$ cat config.mk
export PLATFORM = sky130hd
export DESIGN_NAME = fifo_ram_controller_flat
export DESIGN_NICKNAME = d
export VERILOG_FILES = /design/src/rtl/fifo_ram_controller_if.sv /design/src/rtl/fifo_ram_controller.sv /design/src/flat_wrapper.sv
export SDC_FILE = /design/constraint.sdc
export NUM_CORES = 1
export LEC_CHECK = 0
export CAP_MARGIN = 40
export CORE_UTILIZATION = 56
export CTS_CLUSTER_SIZE = 14
export DETAILED_ROUTE_END_ITERATION = 10
export DONT_BUFFER_PORTS = 1
export GPL_TIMING_DRIVEN = 0
export MAX_ROUTING_LAYER = met4
export PLACE_DENSITY = 0.73
export SETUP_SLACK_MARGIN = 0.05
export SLEW_MARGIN = 20
export SYNTH_ARGS = -nofsm -noshare
export SYNTH_HDL_FRONTEND = slang
export SYNTH_SLANG_ARGS = --single-unit
$ cat constraint.sdc
create_clock -name clk -period 5.8 [get_ports clk]
set_clock_uncertainty 0.2 [all_clocks]
set_input_delay 1.16 -clock clk [delete_from_list [all_inputs] [get_ports clk]]
set_output_delay 1.16 -clock clk [all_outputs]
set_load 0.03 [all_outputs]
$ cat src/rtl/fifo_ram_controller_if.sv
// Producer/consumer handshake bundle for fifo_ram_controller.
// Watermark flags exist only when FIFO_CTRL_WATERMARK_EN is defined.
interface fifo_ram_controller_if #(
    parameter int DATA_W = 8,
    parameter int ADDR_W = 5
);
    logic              push;
    logic              pop;
    logic              flush;
    logic [DATA_W-1:0] data_in;
    logic              ready;
    logic [DATA_W-1:0] data_out;
    logic              data_valid;
    logic              full;
    logic              empty;
    logic [ADDR_W:0]   count;
    logic              overflow;
    logic              underflow;
`ifdef FIFO_CTRL_WATERMARK_EN
    logic              almost_full;
    logic              almost_empty;

    modport master (
        output push, pop, flush, data_in,
        input  ready, data_out, data_valid, full, empty, count,
        input  overflow, underflow, almost_full, almost_empty
    );
    modport slave (
        input  push, pop, flush, data_in,
        output ready, data_out, data_valid, full, empty, count,
        output overflow, underflow, almost_full, almost_empty
    );
`else
    modport master (
        output push, pop, flush, data_in,
        input  ready, data_out, data_valid, full, empty, count,
        input  overflow, underflow
    );
    modport slave (
        input  push, pop, flush, data_in,
        output ready, data_out, data_valid, full, empty, count,
        output overflow, underflow
    );
`endif
endinterface

$ cat src/rtl/fifo_ram_controller.sv
// FSM sequencer for a 32x8 single-port FIFO RAM: pointers, occupancy, flags, RAM pin decode.
// Optional watermark flags are enabled with the FIFO_CTRL_WATERMARK_EN macro.
//
// state | meaning
// CLR   | RAM zeroed on closing edge, pointers and count cleared
// IDLE  | ready=1, arbitrate push/pop/flush
// WR    | single write at wr_ptr
// RD    | single read at rd_ptr, data_out captured on closing edge
// WR_RD | write phase then read phase (push+pop, not full)
// RD_WR | read phase then write phase (push+pop while full)
module fifo_ram_controller #(
    parameter int DATA_W = 8,
    parameter int ADDR_W = 5
`ifdef FIFO_CTRL_WATERMARK_EN
    ,
    parameter int AF_LEVEL = 28,
    parameter int AE_LEVEL = 4
`endif
) (
    input  logic                  clk,
    input  logic                  Clear,
    fifo_ram_controller_if.slave  bus,
    output logic [ADDR_W-1:0]     ram_address,
    output logic [DATA_W-1:0]     ram_data_in,
    output logic                  ram_wr_rd,
    output logic                  ram_OutEnable,
    output logic                  ram_ChipEnable,
    output logic                  ram_Clear,
    input  logic [DATA_W-1:0]     ram_data_out
);
    localparam int              DEPTH      = 1 << ADDR_W;
    localparam logic [ADDR_W:0] COUNT_FULL = (ADDR_W+1)'(DEPTH);

    typedef enum logic [2:0] {CLR, IDLE, WR, RD, WR_RD, RD_WR} state_t;

    state_t            state;
    logic              phase;
    logic [ADDR_W-1:0] wr_ptr;
    logic [ADDR_W-1:0] rd_ptr;
    logic [DATA_W-1:0] wdata;
    logic [ADDR_W:0]   count;
    logic [ADDR_W:0]   count_nxt;
    logic              ready;
    logic [DATA_W-1:0] data_out;
    logic              data_valid;
    logic              full;
    logic              empty;
    logic              overflow;
    logic              underflow;
    logic              wr_phase;
    logic              rd_phase;

    assign wr_phase = (state == WR) || (state == WR_RD && !phase) || (state == RD_WR && phase);
    assign rd_phase = (state == RD) || (state == RD_WR && !phase) || (state == WR_RD && phase);

    always_comb begin
        count_nxt = count;
        if (state == CLR)
            count_nxt = '0;
        else if (wr_phase)
            count_nxt = count + 1'b1;
        else if (rd_phase)
            count_nxt = count - 1'b1;
    end

    assign ram_ChipEnable = (state != IDLE);
    assign ram_Clear      = (state != CLR);
    assign ram_wr_rd      = wr_phase;
    assign ram_OutEnable  = rd_phase;
    assign ram_address    = wr_phase ? wr_ptr : rd_ptr;
    assign ram_data_in    = wdata;

    always_ff @(posedge clk or negedge Clear) begin
        if (!Clear) begin
            state      <= CLR;
            phase      <= 1'b0;
            wr_ptr     <= '0;
            rd_ptr     <= '0;
            wdata      <= '0;
            count      <= '0;
            ready      <= 1'b0;
            data_out   <= '0;
            data_valid <= 1'b0;
            full       <= 1'b0;
            empty      <= 1'b1;
            overflow   <= 1'b0;
            underflow  <= 1'b0;
        end else begin
            data_valid <= 1'b0;
            overflow   <= 1'b0;
            underflow  <= 1'b0;
            count      <= count_nxt;
            full       <= (count_nxt == COUNT_FULL);
            empty      <= (count_nxt == '0);

            if (wr_phase)
                wr_ptr <= wr_ptr + 1'b1;
            if (rd_phase) begin
                rd_ptr     <= rd_ptr + 1'b1;
                data_out   <= ram_data_out;
                data_valid <= 1'b1;
            end

            case (state)
                CLR: begin
                    wr_ptr <= '0;
                    rd_ptr <= '0;
                    state  <= IDLE;
                    ready  <= 1'b1;
                end
                IDLE: begin
                    phase <= 1'b0;
                    if (bus.flush) begin
                        state <= CLR;
                        ready <= 1'b0;
                    end else if (bus.push && bus.pop) begin
                        // full and empty are exclusive; empty falls into WR_RD so the read sees the new word
                        wdata <= bus.data_in;
                        state <= full ? RD_WR : WR_RD;
                        ready <= 1'b0;
                    end else if (bus.push && !full) begin
                        wdata <= bus.data_in;
                        state <= WR;
                        ready <= 1'b0;
                    end else if (bus.pop && !empty) begin
                        wdata <= bus.data_in;
                        state <= RD;
                        ready <= 1'b0;
                    end else if (bus.push) begin
                        overflow <= 1'b1;
                    end else if (bus.pop) begin
                        underflow <= 1'b1;
                    end
                end
                WR, RD: begin
                    state <= IDLE;
                    ready <= 1'b1;
                end
                WR_RD, RD_WR: begin
                    if (!phase) begin
                        phase <= 1'b1;
                    end else begin
                        phase <= 1'b0;
                        state <= IDLE;
                        ready <= 1'b1;
                    end
                end
                default: begin
                    state <= CLR;
                    ready <= 1'b0;
                end
            endcase
        end
    end

`ifdef FIFO_CTRL_WATERMARK_EN
    localparam logic [ADDR_W:0] AF_C = (ADDR_W+1)'(AF_LEVEL);
    localparam logic [ADDR_W:0] AE_C = (ADDR_W+1)'(AE_LEVEL);
    logic almost_full;
    logic almost_empty;

    always_ff @(posedge clk or negedge Clear) begin
        if (!Clear) begin
            almost_full  <= 1'b0;
            almost_empty <= 1'b1;
        end else begin
            almost_full  <= (count_nxt >= AF_C);
            almost_empty <= (count_nxt <= AE_C);
        end
    end

    assign bus.almost_full  = almost_full;
    assign bus.almost_empty = almost_empty;
`endif

    assign bus.ready      = ready;
    assign bus.data_out   = data_out;
    assign bus.data_valid = data_valid;
    assign bus.full       = full;
    assign bus.empty      = empty;
    assign bus.count      = count;
    assign bus.overflow   = overflow;
    assign bus.underflow  = underflow;
endmodule

$ cat src/flat_wrapper.sv
// flat-port wrapper written by rule: the top's interface ports become plain ports
module fifo_ram_controller_flat 
#(
    parameter int DATA_W = 8,
    parameter int ADDR_W = 5

)
  (clk, Clear, ram_address, ram_data_in, ram_wr_rd, ram_OutEnable, ram_ChipEnable, ram_Clear, ram_data_out, bus_push, bus_pop, bus_flush, bus_data_in, bus_ready, bus_data_out, bus_data_valid, bus_full, bus_empty, bus_count, bus_overflow, bus_underflow);
  fifo_ram_controller_if #(.DATA_W(DATA_W), .ADDR_W(ADDR_W)) bus_i ();
  input  logic clk;
  input  logic Clear;
  output logic [ADDR_W-1:0] ram_address;
  output logic [DATA_W-1:0] ram_data_in;
  output logic ram_wr_rd;
  output logic ram_OutEnable;
  output logic ram_ChipEnable;
  output logic ram_Clear;
  input  logic [DATA_W-1:0] ram_data_out;
  input wire logic [$bits(bus_i.push)-1:0] bus_push;
  input wire logic [$bits(bus_i.pop)-1:0] bus_pop;
  input wire logic [$bits(bus_i.flush)-1:0] bus_flush;
  input wire logic [$bits(bus_i.data_in)-1:0] bus_data_in;
  output wire logic [$bits(bus_i.ready)-1:0] bus_ready;
  output wire logic [$bits(bus_i.data_out)-1:0] bus_data_out;
  output wire logic [$bits(bus_i.data_valid)-1:0] bus_data_valid;
  output wire logic [$bits(bus_i.full)-1:0] bus_full;
  output wire logic [$bits(bus_i.empty)-1:0] bus_empty;
  output wire logic [$bits(bus_i.count)-1:0] bus_count;
  output wire logic [$bits(bus_i.overflow)-1:0] bus_overflow;
  output wire logic [$bits(bus_i.underflow)-1:0] bus_underflow;
  assign bus_i.push = bus_push;
  assign bus_i.pop = bus_pop;
  assign bus_i.flush = bus_flush;
  assign bus_i.data_in = bus_data_in;
  assign bus_ready = bus_i.ready;
  assign bus_data_out = bus_i.data_out;
  assign bus_data_valid = bus_i.data_valid;
  assign bus_full = bus_i.full;
  assign bus_empty = bus_i.empty;
  assign bus_count = bus_i.count;
  assign bus_overflow = bus_i.overflow;
  assign bus_underflow = bus_i.underflow;
  fifo_ram_controller #(.DATA_W(DATA_W), .ADDR_W(ADDR_W)) u_core (.clk(clk), .Clear(Clear), .bus(bus_i), .ram_address(ram_address), .ram_data_in(ram_data_in), .ram_wr_rd(ram_wr_rd), .ram_OutEnable(ram_OutEnable), .ram_ChipEnable(ram_ChipEnable), .ram_Clear(ram_Clear), .ram_data_out(ram_data_out));
endmodule
After elaboration in Yosys (flattened, before gate mapping). Index checks and enable logic that the tools add are counted.

Bits in registers: 42. Input port bits: 21. Word-level logic and storage cells: 92.

Reductions and logical operators: 25. Add/subtract/negate cells: 4. Equal/unequal tests: 9. Bitwise gates (word level): 1. Multiplexer cells: 40.

Operator list (number): $mux 5 (5); $mux 8 (3); $mux 1 (21); $mux 6 (3); $mux 3 (5); $add 5x1->5 const B (2); $pmux 3 s3 (1); $logic_and 1x1->1 (7); $add 6x1->6 const B (1); $eq 3x2->1 const B (2); $eq 3x3->1 const B (2); $eq 6x6->1 const B (1); $logic_not 6->1 (1); $reduce_bool 2->1 (3); $reduce_bool 3->1 (2); $sub 6x1->6 const B (1); $ne 5x2->1 const B (1); $logic_or 1x1->1 (4); $eq 3x1->1 const B (1); $logic_not 1->1 (3); $logic_not 3->1 (1); $ne 3x1->1 const B (1); $pmux 1 s3 (1); $reduce_and 3->1 (1); 6 further kinds (6).

Depth between registers and ports, before layout.
Depth after elaboration: 8. Gate-level depth with buffers: 7.

Least setup slack after synthesis. Ideal clock, no wire load.

Kind: register -> output. Start: register u_core.state[0]. End: output port ram_address[0]. Cell stages (with the launch flop): 6. Data required time: 4.440 ns. Path slack: 2.500 ns. Data arrival time: 1.940 ns. Path buffers: 2. Path through: dfrtp_1 buf_2 or3b_2 nand3_1 buf_2 mux2_2.

Word-level cells in the longest chain between the ends: 5. Elaborated cells between the ends (all ways): 8.

RTL lines: start, declared (line fifo_ram_controller.sv:36) `state_t state;`; start signal, assigned (line fifo_ram_controller.sv:119) `state <= full ? RD_WR : WR_RD;`; $eq 3x3->1 (line fifo_ram_controller.sv:53) `assign wr_phase = (state == WR) || (state == WR_RD && !phase) || (state == RD_WR && phase);`; $logic_and 1x1->1 (line fifo_ram_controller.sv:53); $logic_or 1x1->1 (line fifo_ram_controller.sv:53); $logic_or 1x1->1 (*) (line fifo_ram_controller.sv:53); named net ram_wr_rd (line flat_wrapper.sv:14) `output logic ram_wr_rd;`; $mux 5 (*) (line fifo_ram_controller.sv:70) `assign ram_address = wr_phase ? wr_ptr : rd_ptr;`; end, declared (line flat_wrapper.sv:12) `output logic [ADDR_W-1:0] ram_address;`.

Mark *: on every way through the listed nets, which the timed path passes. The rest lies on a longest branch.

Final worst setup path. Ends and elaborated chain as after synthesis.

==> results by group <==
Run status
  – Status: complete, no violations

Pwr
  – Final Total Pwr: 1.52 mW
  – PD cells: between 600 and 700 mW/mm^2
  – Leak: 1.10 nW
  – IR drop worst, VDD: 310 uV

Floorplanning
  – Die W: 64.4 um
  – Core area: 0.00369 sq mm
  – I/O pins: 58
  – Die H: approximately 64 um
  – Die ar.: 0.00415 sq mm
  – Floorplan row count: 22
  – Initial Utilization: 0.591

Route
  – Residual DRC: 0
  – Detail Route Antenna Nets: 0
  – Final wirelength: 4.10 mm
  – Initial DRC count: roughly 110
  – Pre-antenna DRT Iters: 4
  – Routed WL per cell: ~15 um
  – Vias per cell: between 5 and 6
  – Routed via count: 1536

STA
  – Final Hold Fails: 0
  – Slew @ Worst Pin: 582 ps
  – Relative slew margins: 0.612
  – Tcrit/Tclk final: 0.652
  – Max Clock Freq: ~0.26 GHz
  – Final setup TNS: 0 ps
  – Final setup viols: 0
  – Slew Viols, Final: 0
  – RSZ-0062 raised after global routing: no
  – Post-route minimum period: 3780 ps

Synthesis
  – #FFs+latches synth: 42
  – Number of synthesized flops with an enable pin: 0
  – Post-synthesis sequential area ratio: 0.483
  – Syn Nets: between 200 and 250
  – Synth Cell Area: 0.00218 sq mm
  – Syn. warnings: 0
  – Mapped Cells: 211
  – Mean post-synth cell area: 10.3 sq um
  – Post-synth ARST share: 1.00
  – Post-synth cell types: 48
  – Post-synth top flop: dfrtp_1

Clock tree
  – H-tree depth: 2
  – Max clock buf depth: 2
  – Post-CTS Resized: 0
  – Post-CTS setup buffers: 0
  – CTS clk-pin slew, worst paths: around 80 ps
  – CTS tree: yes
  – Root buf cell: clkbuf_8
  – Clk Latency, worst-skew pair: about 300 ps
  – Clk sinks: 42
  – TritonCTS buffer count: 5
  – # hold bufs at CTS: 0

Finish
  – N_diodes: 0
  – Cell area after layout: 0.00235 sq mm
  – Layout cells sized above 1: 0.160
  – Nets: about 240
  – Most common cell after layout, fill and taps aside: dfrtp_1
  – Register area: 0.00105 sq mm
  – Area Overhead vs Synth: 7.80%
  – Multi-input combinational cell area: 0.00104 sq mm
  – Filler cell count in the final layout: 307
  – Most frequent cells in the layout: 41 x dfrtp_1, 40 x nand2_1, 17 x nor2_1, 13 x mux2_2, 8 x xor2_1
  – Layout Cells excl Fill: 267

Placement
  – DP Area: between 0.002 and 0.0025 sq mm
  – GP Congestion: 0.757
  – Port Buffers: 0
  – Placed insts: roughly 260
  – HPWL after DPL: 3.00 mm

Critical path
  – Crit end category: output pin
  – Crit path arrival time: 2420 ps
  – CP max FO: 10
  – R2r startpoint: u_core.state[0]
  – Crit path capture: ram_address[0]
  – R2r worst-path depth: 5
  – CP Launch Point: u_core.state[0]
  – Flop-to-flop setup slack: 3330 ps
  – Reg2reg end: u_core.ram_data_in[4]
  – CP startpoint kind: flip-flop
  – Worst EP required: 4440 ps
  – CP Class: reg2out

Global routing
  – Number of global-route vias before repair: ~1.5k
  – Gr ovfl total: 0
  – Largest net degree at the start of global routing: 43
  – First-pass GRT wire length: 6.81 mm
  – Overall global routing resource usage: 0.222
  – Initial antenna violation count: 0

Flow run
  – Max Cap Viol: 0

Worst hold path
  – Worst hold path class: in2async
flip-flops by register name, summed over array words and instances, names as in the netlist:
| register | flops |
|---|---|
| u_core.rd_ptr | 5 |
| u_core.bus.underflow | 1 |
| u_core.bus.full | 1 |
| u_core.ram_data_in | 8 |
| u_core.bus.data_out | 8 |
| u_core.state | 3 |
| u_core.bus.overflow | 1 |
| u_core.bus.data_valid | 1 |
| u_core.bus.count | 6 |
| u_core.bus.empty | 1 |
| u_core.phase | 1 |
| u_core.wr_ptr | 5 |
| u_core.bus.ready | 1 |
synthesized netlist by cell type, types with 2 or more instances:
master | count | share of area
o211ai_1 | 2 | 0.0069
a21oi_1 | 5 | 0.011
a211oi_1 | 2 | 0.0069
xor2_1 | 8 | 0.032
buf_6 | 2 | 0.010
nand4_1 | 4 | 0.011
xnor2_1 | 3 | 0.012
a21o_1 | 2 | 0.0069
clkbuf_1 | 4 | 0.0069
or3b_2 | 2 | 0.0080
ha_1 | 4 | 0.023
nor2b_1 | 4 | 0.011
nand2b_1 | 5 | 0.014
buf_2 | 4 | 0.0092
and3_1 | 2 | 0.0057
mux2i_1 | 4 | 0.018
nor3_1 | 2 | 0.0046
nor2_1 | 17 | 0.029
mux2_2 | 13 | 0.067
dfrtp_1 | 41 | 0.47
nand2_1 | 40 | 0.069
nand3_1 | 6 | 0.014
or4bb_1 | 2 | 0.010
inv_1 | 7 | 0.012
o21ai_0 | 3 | 0.0069
worst min-delay path by stage:
| stage | startpoint | to | slack [ps] | cells after the start |
|---|---|---|---|---|
| final | Clear | u_core.phase | 340 | 0 |
| after global routing | Clear | u_core.phase | 330 | 0 |
| after CTS | Clear | u_core.phase | 340 | 0 |
| after detailed placement | u_core.wr_ptr[4] | u_core.wr_ptr[4] | 340 | 2 |
| after global placement | u_core.wr_ptr[4] | u_core.wr_ptr[4] | 320 | 2 |
| after floorplan | u_core.wr_ptr[4] | u_core.wr_ptr[4] | 300 | 2 |
stage by stage:
step	worst slack, ps	utilization	hold WS [ps]
floorplan	2500	-	299
global placement	2380	0.608	321
detailed placement	2360	0.608	337
CTS	2020	0.637	337
global route	1920	0.637	328
finish	2020	0.637	345
per-layer routing:
layer | GRT usage | vias up | part of all wire
met5 | - | - | 0
met2 | 0.376 | 40 | 0.55
li1 | - | 735 | -
met1 | 0.259 | 756 | 0.40
met3 | 0.0625 | 5 | 0.040
met4 | 0.0583 | 0 | 0.011
report_power, final:
group	switching, mW	internal [mW]
Clock	0.100	0.128
Combinational	0.372	0.263
Sequential	0.257	0.402
Total	0.729	0.794
worst max-delay path, cell delays in order, from the launching register on:
cell,delay [ps]
dfrtp_1,420
buf_2,200
or3b_2,540
nand3_1,140
buf_2,350
mux2_2,470
final cells by class:
type	instances	area share
Buffer	11	0.0261
Clock buffer	6	0.0309
Clock inverter	2	0.0160
Inverter	8	0.0128
Multi-Input combinational cell	150	0.441
Sequential cell	42	0.448
Tap cell	48	0.0255
cells by family after synthesis:
kind of cell,share of synthesized area
xor+xnor,0.0551
mux,0.0958
simple gates,0.224
compound gates,0.0780
buf+inv,0.0419
flops,0.483
fa+ha+maj,0.0229
No activity file was read; power rests on OpenSTA's default activity.
